<file path="src/rtl/fir_pkg.sv">
// fir_pkg: constants and types shared by the fir engine and its capture sink.
package fir_pkg;

  // Capture sink run states.
  typedef enum logic [1:0] {
    ST_IDLE  = 2'd0,
    ST_RUN   = 2'd1,
    ST_DRAIN = 2'd2,
    ST_DONE  = 2'd3
  } sink_state_e;

  // Byte distance between consecutive result words.
  localparam int WORD_STEP = 4;

  // Default number of result words in the result BRAM.
  localparam int RES_DEPTH_DEFAULT = 1024;

  // Data and address widths shared with the fir engine.
  localparam int FIR_DATA_WIDTH = 32;
  localparam int FIR_ADDR_WIDTH = 12;

endpackage

</file>
<file path="src/rtl/fir_skid_fifo.sv">
// fir_skid_fifo: 2-entry valid/ready buffer between the stream input and the
// BRAM writer. The caller guarantees no push when full and no pop when empty.
module fir_skid_fifo
  import fir_pkg::*;
#(
  parameter int WIDTH = FIR_DATA_WIDTH
) (
  input  logic             clk_i,
  input  logic             rst_ni,
  input  logic             push_i,
  input  logic [WIDTH-1:0] data_i,
  input  logic             pop_i,
  output logic [1:0]       count_o,
  output logic [WIDTH-1:0] head_o
);

  logic [WIDTH-1:0] slot_q [2];
  logic             wr_idx_q;
  logic             rd_idx_q;
  logic [1:0]       count_q;

  // Pointer and occupancy bookkeeping; reset discards any buffered samples.
  always_ff @(posedge clk_i or negedge rst_ni) begin
    if (!rst_ni) begin
      wr_idx_q <= 1'b0;
      rd_idx_q <= 1'b0;
      count_q  <= 2'd0;
    end else begin
      if (push_i) wr_idx_q <= ~wr_idx_q;
      if (pop_i)  rd_idx_q <= ~rd_idx_q;
      case ({push_i, pop_i})
        2'b10:   count_q <= count_q + 2'd1;
        2'b01:   count_q <= count_q - 2'd1;
        default: count_q <= count_q;
      endcase
    end
  end

  // Sample storage; contents are only meaningful where count says so.
  always_ff @(posedge clk_i) begin
    if (push_i) slot_q[wr_idx_q] <= data_i;
  end

  assign count_o = count_q;
  assign head_o  = slot_q[rd_idx_q];

endmodule

</file>
<file path="src/rtl/fir_stream_sink.sv">
// fir_stream_sink: captures the fir output stream into the result BRAM at
// consecutive word addresses, checks tlast framing against data_length and
// gives a host read port priority over the writer.
// Optional feature macro: FIR_SINK_CHECKSUM_EN adds a running checksum output.
module fir_stream_sink
  import fir_pkg::*;
#(
  parameter int C_S_AXI_ADDR_WIDTH = FIR_ADDR_WIDTH,
  parameter int C_S_AXI_DATA_WIDTH = FIR_DATA_WIDTH,
  parameter int RES_DEPTH          = RES_DEPTH_DEFAULT
) (
  input  logic                            ACLK,
  input  logic                            ARESET,
  input  logic                            start,
  input  logic [31:0]                     data_length,
  input  logic                            SM_tvalid,
  input  logic [C_S_AXI_DATA_WIDTH-1:0]   SM_tdata,
  input  logic                            SM_tlast,
  output logic                            SM_tready,
  output logic [C_S_AXI_DATA_WIDTH/8-1:0] Res_WE,
  output logic                            Res_EN,
  output logic [C_S_AXI_DATA_WIDTH-1:0]   Res_Di,
  output logic [C_S_AXI_ADDR_WIDTH-1:0]   Res_A,
  input  logic [C_S_AXI_DATA_WIDTH-1:0]   Res_Do,
  input  logic                            rd_req,
  input  logic [C_S_AXI_ADDR_WIDTH-1:0]   rd_addr,
  output logic                            rd_valid,
  output logic [C_S_AXI_DATA_WIDTH-1:0]   rd_data,
  output logic                            busy,
  output logic                            done,
  output logic                            err_early_last,
  output logic                            err_missing_last,
  output logic                            err_overflow,
  output logic [31:0]                     sample_count
`ifdef FIR_SINK_CHECKSUM_EN
  ,
  output logic [C_S_AXI_DATA_WIDTH-1:0]   checksum
`endif
);

  // Byte address of the last result word; the writer wraps to 0 after it.
  localparam logic [C_S_AXI_ADDR_WIDTH-1:0] LAST_ADDR =
    C_S_AXI_ADDR_WIDTH'((RES_DEPTH - 1) * WORD_STEP);
  localparam logic [C_S_AXI_ADDR_WIDTH-1:0] ADDR_STEP =
    C_S_AXI_ADDR_WIDTH'(WORD_STEP);

  sink_state_e state_q, state_d;

  logic [31:0]                   len_q;
  logic [31:0]                   acc_cnt_q;
  logic [C_S_AXI_ADDR_WIDTH-1:0] wptr_q;
  logic [31:0]                   sample_count_q;
  logic                          err_early_q;
  logic                          err_missing_q;
  logic                          err_overflow_q;
  logic                          rd_valid_q;

  logic [1:0]                    fifo_count;
  logic [C_S_AXI_DATA_WIDTH-1:0] fifo_head;
  logic                          accept;
  logic                          wr_fire;
  logic                          start_ok;
  logic [32:0]                   acc_next;
  logic [32:0]                   len_ext;
  logic                          count_reached;
  logic                          final_beat;

  assign start_ok      = start && (state_q == ST_IDLE || state_q == ST_DONE);
  assign accept        = SM_tvalid && SM_tready;
  // Compare in 33 bits so a data_length of 2^32-1 cannot wrap the count.
  assign acc_next      = {1'b0, acc_cnt_q} + 33'd1;
  assign len_ext       = {1'b0, len_q};
  assign count_reached = (acc_next >= len_ext);
  assign final_beat    = accept && (SM_tlast || count_reached);
  // Host reads own the BRAM port; the writer only runs on free cycles.
  assign wr_fire       = (fifo_count != 2'd0) && !rd_req;

  fir_skid_fifo #(
    .WIDTH (C_S_AXI_DATA_WIDTH)
  ) u_fifo (
    .clk_i   (ACLK),
    .rst_ni  (ARESET),
    .push_i  (accept),
    .data_i  (SM_tdata),
    .pop_i   (wr_fire),
    .count_o (fifo_count),
    .head_o  (fifo_head)
  );

  // State register.
  always_ff @(posedge ACLK or negedge ARESET) begin
    if (!ARESET) state_q <= ST_IDLE;
    else         state_q <= state_d;
  end

  // Next-state logic; DRAIN ends as the last buffered sample is written so
  // that done appears the cycle after the final BRAM write.
  always_comb begin
    state_d = state_q;
    case (state_q)
      ST_IDLE, ST_DONE: begin
        if (start) state_d = (data_length == 32'd0) ? ST_DONE : ST_RUN;
      end
      ST_RUN: begin
        if (final_beat) state_d = ST_DRAIN;
      end
      ST_DRAIN: begin
        if (fifo_count == 2'd0 || (fifo_count == 2'd1 && wr_fire)) state_d = ST_DONE;
      end
      default: state_d = ST_IDLE;
    endcase
  end

  // State-decoded outputs; tready depends on registers only.
  always_comb begin
    busy      = (state_q == ST_RUN);
    done      = (state_q == ST_DONE);
    SM_tready = (state_q == ST_RUN) && (fifo_count != 2'd2);
  end

  // Run bookkeeping: length latch, accepted count, write pointer, error flags.
  always_ff @(posedge ACLK or negedge ARESET) begin
    if (!ARESET) begin
      len_q          <= 32'd0;
      acc_cnt_q      <= 32'd0;
      wptr_q         <= '0;
      sample_count_q <= 32'd0;
      err_early_q    <= 1'b0;
      err_missing_q  <= 1'b0;
      err_overflow_q <= 1'b0;
    end else if (start_ok) begin
      len_q          <= data_length;
      acc_cnt_q      <= 32'd0;
      wptr_q         <= '0;
      sample_count_q <= 32'd0;
      err_early_q    <= 1'b0;
      err_missing_q  <= 1'b0;
      err_overflow_q <= 1'b0;
    end else begin
      if (accept) begin
        acc_cnt_q <= acc_cnt_q + 32'd1;
        if (SM_tlast && !count_reached) err_early_q <= 1'b1;
        if (!SM_tlast && count_reached) err_missing_q <= 1'b1;
      end
      if (wr_fire) begin
        if (wptr_q == LAST_ADDR) begin
          wptr_q         <= '0;
          err_overflow_q <= 1'b1;
        end else begin
          wptr_q <= wptr_q + ADDR_STEP;
        end
        if (sample_count_q != 32'hFFFF_FFFF) sample_count_q <= sample_count_q + 32'd1;
      end
    end
  end

`ifdef FIR_SINK_CHECKSUM_EN
  logic [C_S_AXI_DATA_WIDTH-1:0] checksum_q;

  // Wrap-around sum of every sample as it is written to the BRAM.
  always_ff @(posedge ACLK or negedge ARESET) begin
    if (!ARESET)      checksum_q <= '0;
    else if (start_ok) checksum_q <= '0;
    else if (wr_fire)  checksum_q <= checksum_q + fifo_head;
  end

  assign checksum = checksum_q;
`endif

  // Read response flag tracks the one-cycle BRAM read latency.
  always_ff @(posedge ACLK or negedge ARESET) begin
    if (!ARESET) rd_valid_q <= 1'b0;
    else         rd_valid_q <= rd_req;
  end

  assign Res_EN  = rd_req || wr_fire;
  assign Res_WE  = wr_fire ? '1 : '0;
  assign Res_A   = rd_req ? rd_addr : wptr_q;
  assign Res_Di  = wr_fire ? fifo_head : '0;

  assign rd_valid         = rd_valid_q;
  assign rd_data          = rd_valid_q ? Res_Do : '0;
  assign sample_count     = sample_count_q;
  assign err_early_last   = err_early_q;
  assign err_missing_last = err_missing_q;
  assign err_overflow     = err_overflow_q;

endmodule

</file>
<file path="config.mk">
export PLATFORM = sky130hd
export DESIGN_NAME = fir_stream_sink
export DESIGN_NICKNAME = d
export VERILOG_FILES = /design/src/rtl/fir_pkg.sv /design/src/rtl/fir_skid_fifo.sv /design/src/rtl/fir_stream_sink.sv
export SDC_FILE = /design/constraint.sdc
export NUM_CORES = 1
export LEC_CHECK = 0
export CORE_MARGIN = 5
export CORE_UTILIZATION = 55
export CTS_BUF_LIST = sky130_fd_sc_hd__clkbuf_16
export DETAILED_ROUTE_END_ITERATION = 12
export DONT_BUFFER_PORTS = 1
export GPL_TIMING_DRIVEN = 0
export PLACE_DENSITY = 0.8
export RECOVER_POWER = 25
export SYNTH_ARGS = -nofsm -noshare
export SYNTH_HDL_FRONTEND = slang
export SYNTH_SLANG_ARGS = --single-unit
</file>
<file path="constraint.sdc">
create_clock -name ACLK -period 4.4 [get_ports ACLK]
set_input_delay 0.44 -clock ACLK [delete_from_list [all_inputs] [get_ports ACLK]]
set_output_delay 0.44 -clock ACLK [all_outputs]
set_load 0.1 [all_outputs]
</file>
==> results.json <==
{
  "globalRouteOverflowTotal": 0,
  "io-pin-count": 234,
  "maxClockFrequency_mhz": 247,
  "clk-insertion-delay-late_ps": 430,
  "antennaDiodeCount": 0,
  "pre_cts_ws_ps": -258,
  "synth_top_cell_area_share": 0.303,
  "yosys.area.top_type": "dfrtp_1",
  "postSynth.asyncResetShare": 0.644,
  "primary_ff_master_synth": "dfrtp_1",
  "timing.final.crit_share": 0.919,
  "synth_fp_nets": 1107,
  "dr.pass1.iters": 7,
  "max-clock-path-buffers": 2,
  "post_synth_inst_count": 950,
  "dr.first_iter.drc_count": 395,
  "synth_edf_count": 64,
  "ff2ff_path_depth": 14,
  "synth_cell_type_count": 55,
  "vias_per_cell": 5.86,
  "vias_in_the_first_global_route": 6965,
  "maximum_number_of_pins_on_one_net_before_global_route_repair": 117,
  "criticalPathCategory": "reg -> reg",
  "grt_util_all_layers": 0.229,
  "worstPathArrival_ps": 4360,
  "cts_tree": "done",
  "hold_path_class": "in -> reg",
  "clock-sinks": 180,
  "dr_total_vias": 7094,
  "gp_congestion": 0.903,
  "yosys_warn_count": 0,
  "setup_ws_ps": 357,
  "synth.top_cells.by_count": "dfrtp_1 (116), nor2_1 (108), nand2_1 (79), edfxtp_1 (64), o21ai_0 (57)",
  "die-height_um": 142,
  "yosys.cell_count.top_type": "dfrtp_1",
  "antenna_violations_before_repair": 0,
  "route.antenna.remaining_nets": 0,
  "combinationalPowerShare": 0.419,
  "setup_viol_count_final": 0,
  "worst-path-max-fanout": 8,
  "instances_no_fill": 1210,
  "p_clk_frac": 0.224,
  "rsz0062_at_grt": "no",
  "die_x_um": 142,
  "clk_pin_slew_ps": 70,
  "dp_hpwl_mm": 17.3,
  "drive_above_1_share": 0.103,
  "highest_ir_drop_seen_on_vdd_v": 0.000401,
  "power.share.switching": 0.481,
  "power.internal_mw": 3.34,
  "largest_clock_skew_in_the_final_design_ps": 10.4,
  "startpoint_type": "flip-flop",
  "synth.area.top_cells": "dfrtp_1 (30%), edfxtp_1 (20%), ha_1 (5.6%)",
  "numPortBuffers": 0,
  "number_of_buffers_added_by_the_clock_tree_synthesis_step": 17,
  "row_count": 48,
  "min_path_cells": 0,
  "outcome": "finished, violations left",
  "initial_core_utilization": 0.558,
  "avgRoutedWirePerCell_um": 19.3,
  "fin_crit_ps": 4040,
  "synth_area_mm2": 0.00959,
  "area_overhead_of_the_layout_relative_to_synthesis_pct": 10.3,
  "worstSetupEndpointType": "flip-flop",
  "synth_area_per_cell_um2": 10.1,
  "power.density_mw_per_mm2": 608,
  "root_buffer": "clkbuf_16",
  "p_seq_frac": 0.357,
  "ys_ff_latch": 180,
  "drcViolationCount": 0,
  "finalWirelength_mm": 23.4,
  "layout.nets": 1129,
  "grt_first_pass_wirelength_mm": 36.4,
  "max_slew.worst_pin.slew_ps": 2850,
  "leakage_nw": 4.39,
  "place.detailed.instances": 1175,
  "max_cap_violations": 1,
  "worst_slew_margin_rel": -0.902,
  "r2r_slack_ps": 360,
  "cp.required_ps": 4710,
  "die_area_mm2": 0.0202,
  "h-tree-depth": 4,
  "synth.yosys.seq_area_share": 0.503,
  "total_switching_power_mw": 3.09,
  "failing_checks": "max-capacitance violations, max-slew violations",
  "floorplan_core_area_mm2": 0.0172,
  "timing_max_transition_violations_final": 117,
  "hold_violations": 0
}
cells in the final DEF (no fill, tap or decap), drive strengths merged, types with 29 or more instances in the layout:
master	n
inv	48
edfxtp	64
nand4	29
xnor2	47
nand2	79
nand3	36
clkbuf	55
dfrtp	116
o21ai	58
mux2i	33
xor2	41
ha	43
nor2	109
a21oi	29
and2	42
power groups by stage:
stage	logic, mW	registers (mW)	clock network, mW
finish	2.69	2.30	1.44
global route	2.90	2.33	1.53
CTS	2.70	2.30	1.46
detailed placement	2.66	2.33	0
global placement	2.55	2.31	0
floorplan	2.18	2.28	0
layer usage:
| layer | GRT usage | routed length, um | up-vias |
|---|---|---|---|
| met1 | 0.283 | 9170 | 3442 |
| met2 | 0.390 | 11700 | 283 |
| met3 | 0.0719 | 2150 | 22 |
| met4 | 0.0636 | 373 | 0 |
| met5 | 0 | 0 | - |
| li1 | - | - | 3347 |
critical path: stages, from the launching register on:
cell and delay, ps:
dfrtp_1 320, clkbuf_1 300, nand4_1 210, nor4_1 600
and2_1 220, buf_2 170, nand3_1 150, xnor2_1 170
ha_1 310, nand4_1 150, nor4_2 350, nand4_1 200
a21oi_1 310, o21ai_1 170, mux2_2 290
repair_timing:
| action | in CTS | in global routing |
|---|---|---|
| hold buffers | 2 | 0 |
| endpoints found under the hold margin | 116 | 0 |
| endpoints found under the setup margin | 32 | 36 |
| gates cloned | 0 | 1 |
| gates resized for setup | 1 | 6 |
| buffers inserted | 0 | 0 |
| pin swaps | 0 | 1 |
state kept, by name, summed over array words and instances (netlist names), 2 cells and up:
name	cells
state_q	2
u_fifo.slot_q	64
len_q	32
acc_cnt_q	32
u_fifo.count_o	2
wptr_q	10
sample_count	32
final timing paths:
check | startpoint | to
min | rd_req | rd_valid
max in group asynchronous | ARESET | sample_count[6]
max reg2reg | acc_cnt_q[7] | state_q[1]
min reg2reg | len_q[0] | len_q[0]
max | acc_cnt_q[7] | state_q[1]
min in group asynchronous | ARESET | len_q[13]
logic make-up after synthesis:
group,Yosys count,synth area share
simple gates,394,0.209
flops,180,0.503
compound gates,107,0.0639
buf+inv,94,0.0402
xor+xnor,88,0.0804
mux,44,0.0474
fa+ha+maj,43,0.0561
final cells by class:
class | instances | area [um^2]
inverters | 42 | 158
flip-flops and latches | 180 | 4820
clock inverters | 15 | 138
multi-input cells | 677 | 4510
well taps | 225 | 282
fillers | 1402 | 6590
plain buffers | 52 | 228
repair buffers | 2 | 15.0
clock buffers | 17 | 425
through the flow:
stage          power [mW]  TNS (ps)  utilization  cell area (um^2)  hold slack, ps
2_1_floorplan        4.47         0            -              9600             144
3_3_place_gp         4.87    -22400        0.575              9880             152
3_5_place_dp         4.99     -8190        0.580              9960             148
4_1_cts              6.46         0        0.615             10600            23.3
5_1_grt              6.76         0        0.616             10600            20.3
6_report             6.44         0        0.616             10600            41.8
Note: power is estimated with default switching activity, not from simulation.
